==> src/rtl/muldiv_unit.sv <==
// muldiv_unit: iterative RV32M multiply/divide beside the execute-stage ALU.
// Shift-add multiply and restoring divide, one operand bit per cycle.
module muldiv_unit #(
  parameter int DATA_WIDTH   = 32,
  parameter int FUNCT_LENGTH = 3
) (
  input  logic                    clk,
  input  logic                    reset,
  input  logic                    start,
  input  logic [FUNCT_LENGTH-1:0] Funct,
  input  logic [DATA_WIDTH-1:0]   SrcA,
  input  logic [DATA_WIDTH-1:0]   SrcB,
  output logic                    busy,
  output logic                    done,
  output logic [DATA_WIDTH-1:0]   MDResult
);

  localparam int DW = DATA_WIDTH;
  localparam int CW = $clog2(DW + 1);
  localparam logic [DW-1:0] ONES = '1;
  localparam logic [DW-1:0] MIN = {1'b1, {(DW-1){1'b0}}};

  typedef enum logic [1:0] {
    IDLE,
    CALC,
    FIX,
    DONE
  } state_t;

  state_t state;

  logic          op_div;
  logic          op_rem;
  logic          op_hi;
  logic          neg;
  logic          rneg;
  logic          spec;
  logic [DW-1:0] spec_q;
  logic [DW-1:0] acc;
  logic [DW-1:0] lo;
  logic [DW-1:0] dvs;
  logic [CW-1:0] cnt;

  logic          is_div;
  logic          sgn_a;
  logic          sgn_b;
  logic          neg_a;
  logic          neg_b;
  logic          div0;
  logic          ovf;
  logic          special;
  logic [DW-1:0] abs_a;
  logic [DW-1:0] abs_b;
  logic [DW-1:0] spec_val;

  // Decode the incoming request: signedness, magnitudes, special cases.
  always_comb begin
    is_div = Funct[2];
    if (is_div) begin
      sgn_a = ~Funct[0];
      sgn_b = ~Funct[0];
    end else begin
      sgn_a = Funct[1] ^ Funct[0];
      sgn_b = (Funct[1:0] == 2'b01);
    end
    neg_a = sgn_a & SrcA[DW-1];
    neg_b = sgn_b & SrcB[DW-1];
    abs_a = neg_a ? -SrcA : SrcA;
    abs_b = neg_b ? -SrcB : SrcB;
    div0 = is_div & (SrcB == '0);
    ovf = is_div & ~Funct[0] &
          (SrcA == MIN) & (SrcB == ONES);
    special = div0 | ovf;
    if (div0) spec_val = Funct[1] ? SrcA : ONES;
    else      spec_val = Funct[1] ? '0 : MIN;
  end

  logic [DW:0]   sum;
  logic [DW:0]   r_sh;
  logic [DW:0]   diff;
  logic [DW-1:0] acc_n;
  logic [DW-1:0] lo_n;

  // One iteration: shift-add for multiply, restoring step for divide.
  always_comb begin
    sum  = {1'b0, acc} + (lo[0] ? {1'b0, dvs} : '0);
    r_sh = {acc, lo[DW-1]};
    diff = r_sh - {1'b0, dvs};
    if (op_div) begin
      if (diff[DW]) begin
        acc_n = r_sh[DW-1:0];
        lo_n  = {lo[DW-2:0], 1'b0};
      end else begin
        acc_n = diff[DW-1:0];
        lo_n  = {lo[DW-2:0], 1'b1};
      end
    end else begin
      acc_n = sum[DW:1];
      lo_n  = {sum[0], lo[DW-1:1]};
    end
  end

  logic [2*DW-1:0] prod;
  logic [DW-1:0]   quo;
  logic [DW-1:0]   rem;
  logic [DW-1:0]   fix_val;

  // Sign fix-up and result selection.
  always_comb begin
    prod = {acc, lo};
    if (neg) prod = -prod;
    quo = neg ? -lo : lo;
    rem = rneg ? -acc : acc;
    if (spec)
      fix_val = spec_q;
    else if (op_div)
      fix_val = op_rem ? rem : quo;
    else
      fix_val = op_hi ? prod[2*DW-1:DW] : prod[DW-1:0];
  end

  // Control FSM with registered busy/done and result.
  always_ff @(posedge clk) begin
    if (!reset) begin
      state    <= IDLE;
      busy     <= 1'b0;
      done     <= 1'b0;
      MDResult <= '0;
      op_div   <= 1'b0;
      op_rem   <= 1'b0;
      op_hi    <= 1'b0;
      neg      <= 1'b0;
      rneg     <= 1'b0;
      spec     <= 1'b0;
      spec_q   <= '0;
      acc      <= '0;
      lo       <= '0;
      dvs      <= '0;
      cnt      <= '0;
    end else begin
      unique case (state)
        IDLE: begin
          if (start) begin
            op_div <= is_div;
            op_rem <= Funct[1];
            op_hi  <= |Funct[1:0];
            neg    <= neg_a ^ neg_b;
            rneg   <= neg_a;
            spec   <= special;
            spec_q <= spec_val;
            acc    <= '0;
            lo     <= is_div ? abs_a : abs_b;
            dvs    <= is_div ? abs_b : abs_a;
            cnt    <= '0;
            busy   <= 1'b1;
            state  <= special ? FIX : CALC;
          end
        end
        CALC: begin
          if (cnt == CW'(DW)) begin
            state <= FIX;
          end else begin
            acc <= acc_n;
            lo  <= lo_n;
            cnt <= cnt + 1'b1;
          end
        end
        FIX: begin
          MDResult <= fix_val;
          done     <= 1'b1;
          state    <= DONE;
        end
        DONE: begin
          done  <= 1'b0;
          busy  <= 1'b0;
          state <= IDLE;
        end
        default: state <= IDLE;
      endcase
    end
  end

endmodule
==> config.mk <==
export PLATFORM = sky130hd
export DESIGN_NAME = muldiv_unit
export DESIGN_NICKNAME = d
export VERILOG_FILES = /design/src/rtl/muldiv_unit.sv
export SDC_FILE = /design/constraint.sdc
export NUM_CORES = 1
export LEC_CHECK = 0
export CORE_ASPECT_RATIO = 2
export CORE_MARGIN = 2
export CORE_UTILIZATION = 55
export DETAILED_ROUTE_END_ITERATION = 10
export PLACE_DENSITY_LB_ADDON = 0.25
export SKIP_LAST_GASP = 1
export SLEW_MARGIN = 20
export SYNTH_ARGS = -nofsm -noshare
export SYNTH_HDL_FRONTEND = slang
export SYNTH_SLANG_ARGS = --single-unit
==> constraint.sdc <==
create_clock -name clk -period 4.5 [get_ports clk]
set_input_delay 0.45 -clock clk [delete_from_list [all_inputs] [get_ports clk]]
set_output_delay 0.45 -clock clk [all_outputs]
set_load 0.05 [all_outputs]
==> reports/metrics.cfg <==
[timing]
max_slew_margin=0.218
setup_viol=0
worstMarginPinSlew_ns=1.16
fin_crit_ns=4.13
final_max_slew_viol_count=0
hold_violations=0
whs_ns=0.456
skew_ns=0.0136
rsz0062_at_grt=no
tns_ns=0
fin_crit_sh=0.917
max_freq_mhz=242

[yosys]
async_reset_ff_frac=0
ys_seq_elements=176
synth_nets=2358
synth-compound-area-share=0.294
synth_warnings=0
synth-simple-area-share=0.212
synth_top_family_by_area=compound AO/OA/AOI/OAI gates
synth_cell_type_count=77
muxShareOfSynthArea=0.0373
synth_most_common_cell=nand2_1
synthTopCellsByArea=dfxtp_1, a21oi_1, nand2_1, ha_1, xnor2_1
synthCells=2209
synth_area_leader_cell=dfxtp_1
synth_top_area_frac=0.222
syn_area_per_cell_um2=7.17
synth_fa_ha_area_frac=0.0633
synth_edf_count=0
synth-xor-area-share=0.112
ys_seq_area_frac=0.222
netlist_area_um2=15800
yosys-top-cells-count=nand2_1, a21oi_1, nor2_1, dfxtp_1, o21ai_0
yosys_most_used_dff=dfxtp_1

[clock_tree]
numClockSinks=176
clockBufferDepth=2
cts_setup_buffers=0
ctsHoldBuffers=0
post_cts_resized=0
cts_tree=built
htree_levels=4
ctsRootBufferMaster=clkbuf_16
insertion_delay_ns=0.47
clkSlewWorstSetupHoldPaths_ns=0.07
cts_buffers=17

[drt]
wl_per_cell_um=25.0
dr.pass1.iters=6
finalWirelength_um=64700
antenna_left=0
via_count=17600
drt_iter0_drc=1985
via_per_inst=6.81
drc=0

[worst_setup_path]
reg2reg_from=lo[0]
crit_arrival_ns=4.51
crit_type=reg -> reg
r2r_cells=13
crit_path_max_fanout=11
crit_required_ns=4.88
end_kind=flop
r2r_slack_ns=0.37
start_kind=flop
r2r_end=acc[30]

[die]
row_count=87
ios=104
fp.dieH_um=244
die_area_um2=30300
die_w_um=124
core_area_um2=28300
initial_core_util=0.560

[placement]
port_buffers=103
post-dp-hpwl_um=50100
place.gp.congestion=1.12
dp_cells=2560

[global_routing]
grt-ovfl-total=0
grt_use_total=0.429
grt_first_pass_wirelength_um=97300
grt_max_degree=92
grt_pass1_vias=16900
antenna_found_initial=0

[power_and_ir_drop]
power_density_nw_per_um2=510
peakVddDrop_mv=0.356
cellLeakagePower_nw=6.80

[run_status]
outcome=completed

[layout]
stdcell_count=2592
drive_gt1_frac=0.0662
antenna_cells=0
area_growth_pct=11.9
final_nets=2372

[worst_hold_path]
hp-class=reg -> reg
worstHoldPathCells=2
hold_start=spec_q[21]
holdPathEnd=spec_q[21]

[flow_run]
cap_violations=0

[registers in the layout, indices dropped and copies added (netlist names)]
signal,count
spec,1
lo,32
MDResult,32
acc,32
dvs,32
cnt,6
op_div,1
rneg,1
state,2
busy,1
spec_q,32
neg,1
op_hi,1
op_rem,1
done,1
[worst max-delay path by stage]
stage          startpoint      end  depth (start not counted)
2_1_floorplan       lo[0]  acc[26]                         14
3_3_place_gp        lo[0]  acc[30]                         13
6_report            lo[0]  acc[30]                         13
5_1_grt             lo[0]  acc[30]                         13
4_1_cts             lo[0]  acc[26]                         13
3_5_place_dp        lo[0]  acc[30]                         13
[metrics by stage]
stage,power (mW),instance area [um2],worst slack (ns),util
after floorplan,5.57,15800,1.16,-
after global placement,7.18,17100,0.600,0.605
after detailed placement,7.24,17100,0.526,0.605
after CTS,8.82,17700,0.522,0.627
after global routing,9.44,17700,0.215,0.627
final,9.05,17700,0.372,0.627
[cells by family after synthesis]
family | after synthesis
and+or+nand+nor | 715
DFF | 176
adders and majority gates | 79
buffers and inverters | 245
muxes | 56
xor gates and xnor gates | 203
AOI/OAI and AO/OA | 735
[final cells by class]
cell class	count	area, um2
Timing Repair Buffer	158	1430
Fill cell	2597	10600
Tap cell	356	445
Sequential cell	176	3530
Inverter	82	308
Multi-Input combinational cell	1788	11400
Clock buffer	17	425
Clock inverter	15	190
[critical path: stages, from the launching register on]
cell      delay, ns
dfxtp_1        0.55
inv_1          0.31
nor2_1         0.18
ha_1           0.29
o211ai_1       0.20
o21ai_0        0.22
o211a_1        0.35
o21ai_0        0.46
o31ai_1        0.15
buf_4          0.18
a221o_1        0.43
a21oi_1        0.17
mux2_2         0.35
a211oi_1       0.20
[where the power goes]
part,internal [mW],switching [mW],leakage [nW],total (mW)
Sequential,1.84,0.486,1.43,2.33
Clock,0.803,0.778,0.299,1.58
Combinational,1.77,3.37,5.07,5.13
Total,4.42,4.63,6.80,9.05
[metal layers]
| layer | GRT usage | wire [um] |
|---|---|---|
| met5 | 0 | 0 |
| met3 | 0.0877 | 4830 |
| met1 | 0.429 | 21000 |
| met2 | 0.717 | 31000 |
| met4 | 0.403 | 7800 |
[cell usage in the layout, fill, tap and decap left out, drive strengths merged, types with 14 or more instances in the layout]
| master | n |
|---|---|
| a211oi | 45 |
| a21o | 25 |
| a21oi | 225 |
| a221oi | 15 |
| a22oi | 20 |
| a31oi | 27 |
| and2 | 14 |
| buf | 57 |
| clkbuf | 17 |
| clkdlybuf4s50 | 101 |
| dfxtp | 176 |
| ha | 77 |
| inv | 89 |
| mux2 | 25 |
| mux2i | 31 |
| nand2 | 259 |
| nand2b | 19 |
| nand3 | 44 |
| nand4 | 26 |
| nor2 | 204 |
| nor3 | 42 |
| nor4 | 19 |
| o211ai | 63 |
| o21a | 16 |
| o21ai | 166 |
| o221ai | 18 |
| o22ai | 20 |
| o31ai | 23 |
| o41ai | 14 |
| or3 | 24 |
| or4 | 14 |
| xnor2 | 107 |
| xor2 | 96 |
Note: power is estimated with default switching activity, not from simulation.
